## config.mk

```make
export PLATFORM = sky130hd
export DESIGN_NAME = julia_frame_sequencer
export DESIGN_NICKNAME = d
export VERILOG_FILES = /design/src/rtl/julia_pkg.sv /design/src/rtl/julia_coord_gen.sv /design/src/rtl/julia_frame_sequencer.sv
export SDC_FILE = /design/constraint.sdc
export NUM_CORES = 1
export LEC_CHECK = 0
export CAP_MARGIN = 0
export CORE_UTILIZATION = 30
export CTS_CLUSTER_SIZE = 20
export DETAILED_ROUTE_END_ITERATION = 10
export GPL_TIMING_DRIVEN = 0
export PLACE_DENSITY_LB_ADDON = 0.1
export SYNTH_ARGS = -nofsm -noshare
export SYNTH_HDL_FRONTEND = slang
export SYNTH_SLANG_ARGS = --single-unit
```

## constraint.sdc

```tcl
create_clock -name clk_i -period 9.94 [get_ports clk_i]
set_clock_uncertainty 0.15 [all_clocks]
set_input_delay 0.994 -clock clk_i [delete_from_list [all_inputs] [get_ports clk_i]]
set_output_delay 0.994 -clock clk_i [all_outputs]
set_load 0.05 [all_outputs]
```

## src/rtl/julia_pkg.sv

```systemverilog
// Shared types and constants for the Julia sequencer and iteration core.
package julia_pkg;

  localparam int FX_INT_BITS  = 8;
  localparam int FX_FRAC_BITS = 24;
  localparam int FX_WIDTH     = FX_INT_BITS + FX_FRAC_BITS;

  typedef logic signed [FX_WIDTH-1:0] fixed_t;

  typedef enum logic [1:0] {
    IDLE,
    LAUNCH,
    WAIT,
    EMIT
  } seq_state_e;

  // Escape radius squared (4.0), shared with the iteration core.
  localparam fixed_t FOUR_FX = fixed_t'(4 << FX_FRAC_BITS);

endpackage

```

## src/rtl/julia_coord_gen.sv

```systemverilog
// Raster-order pixel counters with fixed-point z accumulators.
// Rows step the imaginary part downwards; no multipliers.
module julia_coord_gen
  import julia_pkg::*;
#(
  parameter int DATA_WIDTH = 32,
  parameter int H_RES      = 640,
  parameter int V_RES      = 480,
  parameter int XW         = $clog2(H_RES),
  parameter int YW         = $clog2(V_RES)
) (
  input  logic                         clk_i,
  input  logic                         rst_i,
  input  logic                         load_i,
  input  logic                         advance_i,
  input  logic signed [DATA_WIDTH-1:0] x_origin_i,
  input  logic signed [DATA_WIDTH-1:0] y_origin_i,
  input  logic signed [DATA_WIDTH-1:0] step_i,
  output logic        [XW-1:0]         px_o,
  output logic        [YW-1:0]         py_o,
  output logic signed [DATA_WIDTH-1:0] zx_o,
  output logic signed [DATA_WIDTH-1:0] zy_o,
  output logic                         last_o
);

  localparam logic [XW-1:0] X_LAST = XW'(H_RES - 1);
  localparam logic [YW-1:0] Y_LAST = YW'(V_RES - 1);

  logic        [XW-1:0]         px_q, px_d;
  logic        [YW-1:0]         py_q, py_d;
  logic signed [DATA_WIDTH-1:0] zx_q, zx_d;
  logic signed [DATA_WIDTH-1:0] zy_q, zy_d;
  logic signed [DATA_WIDTH-1:0] x_org_q, x_org_d;
  logic signed [DATA_WIDTH-1:0] step_q, step_d;

  always_comb begin
    px_d    = px_q;
    py_d    = py_q;
    zx_d    = zx_q;
    zy_d    = zy_q;
    x_org_d = x_org_q;
    step_d  = step_q;
    if (load_i) begin
      px_d    = '0;
      py_d    = '0;
      zx_d    = x_origin_i;
      zy_d    = y_origin_i;
      x_org_d = x_origin_i;
      step_d  = step_i;
    end else if (advance_i) begin
      if (px_q != X_LAST) begin
        px_d = px_q + XW'(1);
        zx_d = zx_q + step_q;
      end else begin
        // Row wrap: real part restarts at the latched origin.
        px_d = '0;
        zx_d = x_org_q;
        py_d = py_q + YW'(1);
        zy_d = zy_q - step_q;
      end
    end
  end

  always_ff @(posedge clk_i or posedge rst_i) begin
    if (rst_i) begin
      px_q    <= '0;
      py_q    <= '0;
      zx_q    <= '0;
      zy_q    <= '0;
      x_org_q <= '0;
      step_q  <= '0;
    end else begin
      px_q    <= px_d;
      py_q    <= py_d;
      zx_q    <= zx_d;
      zy_q    <= zy_d;
      x_org_q <= x_org_d;
      step_q  <= step_d;
    end
  end

  assign px_o   = px_q;
  assign py_o   = py_q;
  assign zx_o   = zx_q;
  assign zy_o   = zy_q;
  assign last_o = (px_q == X_LAST) && (py_q == Y_LAST);

endmodule

```

## src/rtl/julia_frame_sequencer.sv

```systemverilog
// Frame walker that launches one core run per pixel and streams iteration counts.
// Optional frame cycle counter enabled by JULIA_SEQ_CYCLE_COUNT_EN.
module julia_frame_sequencer
  import julia_pkg::*;
#(
  parameter int INTEGER_BITS    = 8,
  parameter int FRACTIONAL_BITS = 24,
  parameter int MAX_ITER_WIDTH  = 16,
  parameter int H_RES           = 640,
  parameter int V_RES           = 480,
  parameter int DATA_WIDTH      = INTEGER_BITS + FRACTIONAL_BITS,
  parameter int XW              = $clog2(H_RES),
  parameter int YW              = $clog2(V_RES)
) (
  input  logic                         clk_i,
  input  logic                         rst_i,
  input  logic                         frame_start_i,
  input  logic signed [DATA_WIDTH-1:0] x_origin_i,
  input  logic signed [DATA_WIDTH-1:0] y_origin_i,
  input  logic signed [DATA_WIDTH-1:0] step_i,
  input  logic [MAX_ITER_WIDTH-1:0]    max_iter_i,
  output logic                         core_start_o,
  output logic signed [DATA_WIDTH-1:0] core_zx_o,
  output logic signed [DATA_WIDTH-1:0] core_zy_o,
  output logic [MAX_ITER_WIDTH-1:0]    core_max_iter_o,
  input  logic [MAX_ITER_WIDTH-1:0]    core_iter_i,
  input  logic                         core_done_i,
  output logic                         pix_valid_o,
  input  logic                         pix_ready_i,
  output logic [MAX_ITER_WIDTH-1:0]    pix_iter_o,
  output logic [XW-1:0]                pix_x_o,
  output logic [YW-1:0]                pix_y_o,
  output logic                         pix_last_o,
  output logic                         busy_o,
  output logic                         frame_done_o,
  output logic [31:0]                  frame_cycles_o
);

  seq_state_e state_q, state_d;

  logic load;
  logic advance;
  logic capture;
  logic frame_end;

  logic [XW-1:0] px;
  logic [YW-1:0] py;
  logic          last;

  logic [MAX_ITER_WIDTH-1:0] max_iter_q;
  logic [MAX_ITER_WIDTH-1:0] pix_iter_q;
  logic [XW-1:0]             pix_x_q;
  logic [YW-1:0]             pix_y_q;
  logic                      pix_last_q;
  logic                      frame_done_q;

  julia_coord_gen #(
    .DATA_WIDTH (DATA_WIDTH),
    .H_RES      (H_RES),
    .V_RES      (V_RES),
    .XW         (XW),
    .YW         (YW)
  ) u_coord_gen (
    .clk_i      (clk_i),
    .rst_i      (rst_i),
    .load_i     (load),
    .advance_i  (advance),
    .x_origin_i (x_origin_i),
    .y_origin_i (y_origin_i),
    .step_i     (step_i),
    .px_o       (px),
    .py_o       (py),
    .zx_o       (core_zx_o),
    .zy_o       (core_zy_o),
    .last_o     (last)
  );

  // core_done_i is only trusted in WAIT; the core clears it on the launch edge.
  always_comb begin
    state_d      = state_q;
    load         = 1'b0;
    advance      = 1'b0;
    capture      = 1'b0;
    frame_end    = 1'b0;
    core_start_o = 1'b0;
    pix_valid_o  = 1'b0;
    busy_o       = (state_q != IDLE);
    case (state_q)
      IDLE: begin
        if (frame_start_i) begin
          load    = 1'b1;
          state_d = LAUNCH;
        end
      end
      LAUNCH: begin
        core_start_o = 1'b1;
        state_d      = WAIT;
      end
      WAIT: begin
        if (core_done_i) begin
          capture = 1'b1;
          state_d = EMIT;
        end
      end
      EMIT: begin
        pix_valid_o = 1'b1;
        if (pix_ready_i) begin
          if (pix_last_q) begin
            frame_end = 1'b1;
            state_d   = IDLE;
          end else begin
            advance = 1'b1;
            state_d = LAUNCH;
          end
        end
      end
      default: state_d = IDLE;
    endcase
  end

  always_ff @(posedge clk_i or posedge rst_i) begin
    if (rst_i) begin
      state_q <= IDLE;
    end else begin
      state_q <= state_d;
    end
  end

  always_ff @(posedge clk_i or posedge rst_i) begin
    if (rst_i) begin
      max_iter_q   <= '0;
      pix_iter_q   <= '0;
      pix_x_q      <= '0;
      pix_y_q      <= '0;
      pix_last_q   <= 1'b0;
      frame_done_q <= 1'b0;
    end else begin
      frame_done_q <= frame_end;
      if (load) begin
        max_iter_q <= max_iter_i;
      end
      if (capture) begin
        pix_iter_q <= core_iter_i;
        pix_x_q    <= px;
        pix_y_q    <= py;
        pix_last_q <= last;
      end
    end
  end

  assign core_max_iter_o = max_iter_q;
  assign pix_iter_o      = pix_iter_q;
  assign pix_x_o         = pix_x_q;
  assign pix_y_o         = pix_y_q;
  assign pix_last_o      = pix_last_q;
  assign frame_done_o    = frame_done_q;

`ifdef JULIA_SEQ_CYCLE_COUNT_EN
  logic [31:0] cycle_cnt_q;
  logic [31:0] frame_cycles_q;

  // The +1 folds in the final EMIT cycle so the total is visible with frame_done_o.
  always_ff @(posedge clk_i or posedge rst_i) begin
    if (rst_i) begin
      cycle_cnt_q    <= '0;
      frame_cycles_q <= '0;
    end else begin
      if (load) begin
        cycle_cnt_q <= '0;
      end else if (busy_o) begin
        cycle_cnt_q <= cycle_cnt_q + 32'd1;
      end
      if (frame_end) begin
        frame_cycles_q <= cycle_cnt_q + 32'd1;
      end
    end
  end

  assign frame_cycles_o = frame_cycles_q;
`else
  assign frame_cycles_o = '0;
`endif

endmodule
```

==> results.md, run 1 <==
* Hold_sp: u_coord_gen.x_org_q[16]
* Vias in the first global route at 10.4k
* Fin area at 0.0160 mm²
* WP buf/inv at 3
* Layout Nets at 1843
* Most frequent cell after synthesis: nand2_1
* Remaining antenna violation count at 0
* CTS tree: built
* Synth Flop Type: dfrtp_1
* Routed vias at between 10k and 15k
* Fill cells at around 3.8k
* Routability cong. at approximately 0.9
* Area leader, netlist: dfrtp_1
* Kind of critical path: input pin to flip-flop
* Flop2flop setup slack at 6.23 ns
* Number of synthesized flops with an enable pin at 0
* Post-CTS Hold Buffers at 0
* PostCTS Resize Cnt at 0
* Yosys reg bits at 202
* Post-route DRC at 0
* Delay-heaviest family, CP: simple AND/OR/NAND/NOR gates
* Mapped Area at 0.0118 mm²
* WL/cell at 18.8 µm
* Worst setup SP type: input pin
* Worst hold path cell count at 2
* Worst path cell trace: clkdlybuf4s50_1 -> nand2_1 -> or2_2 -> clkbuf_1 -> nor2_1 -> clkbuf_1 -> nand3_1 -> mux2i_1 -> nor2_1
* Clock sink count at 202
* Mapped Cells at between 1k and 1.5k
* Worst reg-to-reg path cell count at 8
* Final setup viols at 0
* Worst EP required at 10.20 ns
* Drt via density at just under 5
* Die W at roughly 200 µm
* Initial Util at 0.304
* Fin. max-slew vios at 0
* Outcome: completed
* F_max at between 0.2 and 0.3 GHz
* Worst-Skew Late Latency at 0.54 ns
* Async S/R FF share, synth at 1.00
* Hold Vio Cnt, Final at 0
* Worst hold path class: flip-flop to flip-flop
* CTS Buf Count at 26
* Wire length of the first global-routing pass at slightly above 60 mm
* PD cells at 399 mW/mm²
* Largest stage delay on the critical path at 0.90 ns
* Post-synthesis cell type count at 66
* Slew margin rel. at 0.232
* Commonest cells post-synth: nand2_1, dfrtp_1, o21ai_0, a21oi_1, nor2_1
* Die H at 200 µm
* Hpwl dp at 31.3 mm
* H-tree levels at 1
* P_leak at 7.23 nW
* Dominant cells by area after synthesis: dfrtp_1, nand2_1, ha_1, o21ai_0, a21oi_1
* Core Region at 0.0386 mm²
* CP max FO at 10
* # IOs at 285
* RR Endpoint: u_coord_gen.zy_o[20]
* Min Tclk post-route at 3.95 ns
* GRT overflow at 0
* Avg Synthesized Cell Area at 8.87 µm²
* Layout area overhead at 36.0%
* Post-synth top area share at 0.430
* Synth Warn # at 0
* Sequential share of the synthesized area at 0.430
* Drt first pass iters at 5
* Critical-path top delay cell: nor2_1
* Final Util at 0.414
* Worst-case clock buffer depth at 3
* Worst vdd ir at 0.155 mV
* Unrepaired setup endpoints after global routing: false
* Rows at 72
* Max-cap violations at 0
* Initial antenna violation count at 1
* Hold endpoint: u_coord_gen.x_org_q[16]
* CTS root buffer: clkbuf_16
* Worst-margin pin slew at 1.15 ns
* FF+latch area at roughly 0.0051 mm²
* Largest net degree at the start of global routing at 110
* Worst Setup End Kind: flip-flop
* Worst-path clk slew at 0.06 ns
* Share of layout cells above drive strength 1 at 0.0814
* Iter 0 DRT Violations at 597
* Critical Path AT at 4.22 ns
* Postcts setup bufs at 0
* Placed cell area at 0.0151 mm²
* IO Port Bufs at 252
* GRT Resource Usage Total at 0.204
* Full die area at 0.0400 mm²
* Final WL at 41.0 mm
* Reg2Reg Launch Point: u_coord_gen.px_o[0]
* Final period util at 0.398
* Area of the multi-input gates at 0.00618 mm²
## report_power, final
group | leakage [nW] | switching, mW | internal, mW
Combinational | 4.25 | 2.46 | 1.50
Sequential | 2.53 | 0.282 | 1.16
Clock | 0.458 | 0.373 | 0.623
Total | 7.23 | 3.12 | 3.28
## worst reg2reg max path: stages (launching register included)
cell and delay, ns:
dfrtp_1 0.42, ha_1 0.23, nor4bb_1 0.30, nand4_1 0.31, nor2_1 0.95, clkbuf_1 0.76, nand3_1 0.15, mux2i_1 0.24
nor2_1 0.08
## flip-flops by register name, summed over array words and instances, names as in the netlist
signal	count
u_coord_gen.step_q	32
pix_last_o	1
core_max_iter_o	16
frame_done_o	1
pix_y_o	9
u_coord_gen.zx_o	32
u_coord_gen.py_o	9
u_coord_gen.x_org_q	32
u_coord_gen.px_o	10
u_coord_gen.zy_o	32
pix_iter_o	16
pix_x_o	10
state_q	2
## stage by stage
stage / power [mW] / TNS (ns) / instances / hold slack, ns / setup WS [ns]
3_5_place_dp: 5.39 / 0 / 2129 / 0.309 / 5.39
6_report: 6.39 / 0 / 2178 / 0.321 / 5.99
2_1_floorplan: 4.23 / 0 / 1358 / 0.288 / 3.29
3_3_place_gp: 5.36 / -3.97 / 2128 / 0.300 / -0.0354
5_1_grt: 6.87 / 0 / 2177 / 0.344 / 5.89
4_1_cts: 6.42 / 0 / 2177 / 0.322 / 5.94
## routing by layer
layer,global-route usage,routed length [µm]
met1,0.276,19000
met2,0.344,19300
met3,0.0289,2100
met4,0.0441,659
met5,0,13
## worst max path at each step
stage                           start              endpoint  cells after the start
after floorplan                 rst_i    core_max_iter_o[0]                      1
after global placement          rst_i  u_coord_gen.zy_o[27]                      2
after detailed placement  pix_ready_i  u_coord_gen.zy_o[20]                      9
after CTS                 pix_ready_i  u_coord_gen.zy_o[20]                      9
after global routing      pix_ready_i  u_coord_gen.zy_o[20]                      9
final                     pix_ready_i  u_coord_gen.zy_o[20]                      9
## logic make-up after synthesis
logic type,after synthesis,synth area share
DFF,202,0.430
adders and majority gates,71,0.0768
xor gates and xnor gates,65,0.0484
and+or+nand+nor,459,0.166
buffers and inverters,140,0.0552
other,1,0.000319
muxes,40,0.0380
AOI/OAI and AO/OA,349,0.185
## layout make-up
cell class,instances,share of cell area
multi-input combinational,1016,0.386
sequential,202,0.316
timing repair buffer,253,0.159
clock buffer,38,0.0492
tap,518,0.0405
buffer,87,0.0281
inverter,53,0.0129
clock inverter,10,0.00782
antenna,1,0.000156
## cell usage in the layout, fill, tap and decap left out, types with 12 or more instances in the layout
master / Yosys / layout
nor2_1: 80 / 80
a31oi_1: 13 / 13
xnor2_1: 35 / 35
or3_1: 14 / 14
o211ai_1: 22 / 22
clkdlybuf4s50_1: 0 / 252
inv_1: 53 / 52
buf_4: 32 / 32
a21o_1: 27 / 27
nand3_1: 18 / 18
clkbuf_16: 0 / 27
nand2_1: 282 / 282
o21ai_1: 16 / 16
conb_1: 1 / 32
clkbuf_1: 50 / 54
o21ai_0: 100 / 100
ha_1: 69 / 69
xor2_1: 30 / 30
nand4_1: 12 / 12
dfrtp_1: 202 / 202
a21oi_1: 95 / 95
and3_1: 18 / 18
mux2_2: 36 / 36
(Power assumes the default switching activity.)
==> run 2: changes to the inputs <==
==> constraint.sdc (replaced) <==
create_clock -name clk_i -period 4.07 [get_ports clk_i]
set_clock_uncertainty 0.15 [all_clocks]
set_input_delay 0.407 -clock clk_i [delete_from_list [all_inputs] [get_ports clk_i]]
set_output_delay 0.407 -clock clk_i [all_outputs]
set_load 0.05 [all_outputs]
==> run 2 against run 1 <==
Effect of this change:
- flip-flop and latch count unchanged
- routed wire length up 0.44%
- worst hold slack worse by 0.14 ns
- critical path depth down 1
- critical path type is now flip-flop to flip-flop
- largest power group unchanged
==> results.md, run 2 (synthesis gave the netlist of run 1 again) <==
* GRT overflow at 0 (unchanged)
* Drt via density at 4.83 (-0.22%)
* Non-Filler Instances at 2180 (+0.092%)
* WL/cell at 18.9 µm (+0.35%)
* Wire length of the first global-routing pass at 61.8 mm (+0.65%)
* CTS root buffer: clkbuf_16
* Outcome: completed
* CP max FO at 10 (unchanged)
* Final setup viols at 0 (unchanged)
* Met1 Resource Use GR at 0.279 (+0.00283)
* Drt first pass iters at 7 (+2)
* Vias in the first global route at 10.3k (-1.0%)
* Fill cells at 3889 (+1.1%)
* Clock sink count at 202 (unchanged)
* Initial Util at 0.304 (unchanged)
* Internal power at 7.99 mW (+140%)
* Full die area at 0.0400 mm² (unchanged)
* Min Tclk post-route at roughly 3.7 ns
* Logic pwr share at 0.619 (about the same)
* Worst-margin pin slew at 1.05 ns (-0.0955 ns)
* Initial antenna violation count at 2 (+1)
* Dpl ws at 0.101 ns (-5.29 ns)
* Fin area at 0.0161 mm² (+0.34%)
* PD cells at 970 mW/mm² (+140%)
* Max-cap violations at 0 (unchanged)
* Commonest cells after routing, fill and taps aside: nand2_1, clkdlybuf4s50_1, dfrtp_1, o21ai_0, a21oi_1
* H-tree levels at 1 (unchanged)
* Worst-case clock buffer depth at 3 (unchanged)
* Postcts setup bufs at 0 (unchanged)
* Worst Setup End Kind: flip-flop
* Worst-Skew Late Latency at 0.53 ns (about the same)
* Kind of critical path: flip-flop to flip-flop
* Final period util at 0.903
* Worst EP required at 4.34 ns (-5.86 ns)
* Diodes inserted at 0 (-1)
* PostCTS Resize Cnt at 0 (unchanged)
* # IOs at 285 (unchanged)
* Post-route setup slack at 0.394 ns (-5.59 ns)
* Worst hold path class: input pin to asynchronous set/reset pin
* Most common cell after layout, fill and taps aside: nand2_1
* Iter 0 DRT Violations at 648 (+8.5%)
* Tightest hold margin at 0.180 ns (-0.141 ns)
* Routed vias at 10.5k (-0.13%)
* Hold Vio Cnt, Final at 0 (unchanged)
* Met3 Use GR at 0.0316 (+0.00269)
* Clk pwr share at 0.156 (about the same)
* Worst setup SP type: flip-flop
* Die W at 200 µm (unchanged)
* Placed cell area at 0.0152 mm² (+0.46%)
* GRT Resource Usage Total at 0.205 (+0.00116)
* F_max at 0.272 GHz
* Sw frac at 0.487 (about the same)
* Layout area overhead at 36.5%
* Final WL at 41.2 mm (+0.44%)
* IO Port Bufs at 252 (unchanged)
* Most crowded layer after global routing: met2
* Core Region at 0.0386 mm² (unchanged)
* Fin. max-slew vios at 0 (unchanged)
* CTS tree: built
* Remaining antenna violation count at 0 (unchanged)
* Routability cong. at 0.909 (-0.80%)
* Rows at 72 (unchanged)
* Worst-path clk slew at 0.06 ns (about the same)
* Final Power at 15.6 mW (+140%)
* Layout Nets at 1847 (+0.22%)
* Die H at 200 µm (unchanged)
* Largest net degree at the start of global routing at 39 (-65%)
* Critical Path AT at 3.94 ns (-0.28 ns)
* P_leak at 7.25 nW (+0.24%)
* P_sw at 7.59 mW (+140%)
* Hpwl dp at 31.8 mm (+1.5%)
* Share of layout cells above drive strength 1 at 0.0830 (+0.00166)
* Sequential Power Share at 0.225 (about the same)
* Worst vdd ir at 0.424 mV (+170%)
* Unrepaired setup endpoints after global routing: false
* GR met2 Demand/Resource at 0.344 (about the same)
* Slew margin rel. at 0.295 (+0.0639)
* CTS Buf Count at 26 (unchanged)
* Dpl cells at 2133 (+0.19%)
* Post-CTS Hold Buffers at 0 (unchanged)
* Post-route DRC at 0 (unchanged)
-- run 2: final timing paths --
kind                       cells past startpoint  slack [ns]                       to                    start
max                                            8        0.39     u_coord_gen.zy_o[20]      u_coord_gen.px_o[0]
min                                            2        0.18           pix_iter_o[14]                    rst_i
max reg2reg                                    8        0.39     u_coord_gen.zy_o[20]      u_coord_gen.px_o[0]
min reg2reg                                    2        0.32  u_coord_gen.x_org_q[29]  u_coord_gen.x_org_q[29]
max in group asynchronous                      4        2.68    u_coord_gen.step_q[0]                    rst_i
min in group clk_i                             3        0.24       core_max_iter_o[9]            max_iter_i[9]
-- run 2: metal layers --
layer,vias to the layer above,wire length (µm)
met5,-,23
met4,4,622
met3,47,2100
met2,292,19400
met1,4991,19100
li1,5200,-
-- run 2: cell type report --
cell class	instances	area, µm²	area share
buffer	87	450	0.0281
clock buffer	37	773	0.0482
clock inverter	10	128	0.00795
inverter	53	203	0.0126
multi-input combinational	1016	6180	0.385
sequential	202	5050	0.315
tap	518	648	0.0404
timing repair buffer	257	2620	0.163
-- run 2: stage by stage --
| stage | setup TNS (ns) | util |
|---|---|---|
| 5_1_grt | 0 | 0.415 |
| 3_3_place_gp | -210.94 | 0.390 |
| 6_report | 0 | 0.415 |
| 3_5_place_dp | 0 | 0.392 |
| 2_1_floorplan | 0 | - |
| 4_1_cts | 0 | 0.415 |
-- run 2: power by group through the flow --
stage / clock network [mW] / logic [mW] / registers, mW
3_3_place_gp: 0 / 9.57 / 3.53
5_1_grt: 2.57 / 10.6 / 3.61
2_1_floorplan: 0 / 5.38 / 4.96
6_report: 2.43 / 9.65 / 3.51
4_1_cts: 2.49 / 9.68 / 3.51
3_5_place_dp: 0 / 9.62 / 3.53
-- run 2: worst max-delay path, stage by stage (launching register included) --
cell,delay [ns]
dfrtp_1,0.43
ha_1,0.23
nor4bb_1,0.31
nand4_1,0.30
nor2_1,0.87
clkbuf_1,0.77
nand3_1,0.16
mux2i_1,0.25
nor2_1,0.08
==> run 3: changes to the inputs <==
--- a/config.mk
+++ b/config.mk
@@ -5,9 +5,8 @@
 export SDC_FILE = /design/constraint.sdc
 export NUM_CORES = 1
 export LEC_CHECK = 0
-export CAP_MARGIN = 0
+export CAP_MARGIN = 20
 export CORE_UTILIZATION = 30
-export CTS_CLUSTER_SIZE = 20
 export DETAILED_ROUTE_END_ITERATION = 10
 export GPL_TIMING_DRIVEN = 0
 export PLACE_DENSITY_LB_ADDON = 0.1
==> results of run 3 <==
The final DEF is identical to that of run 2; final timing and power are the same.
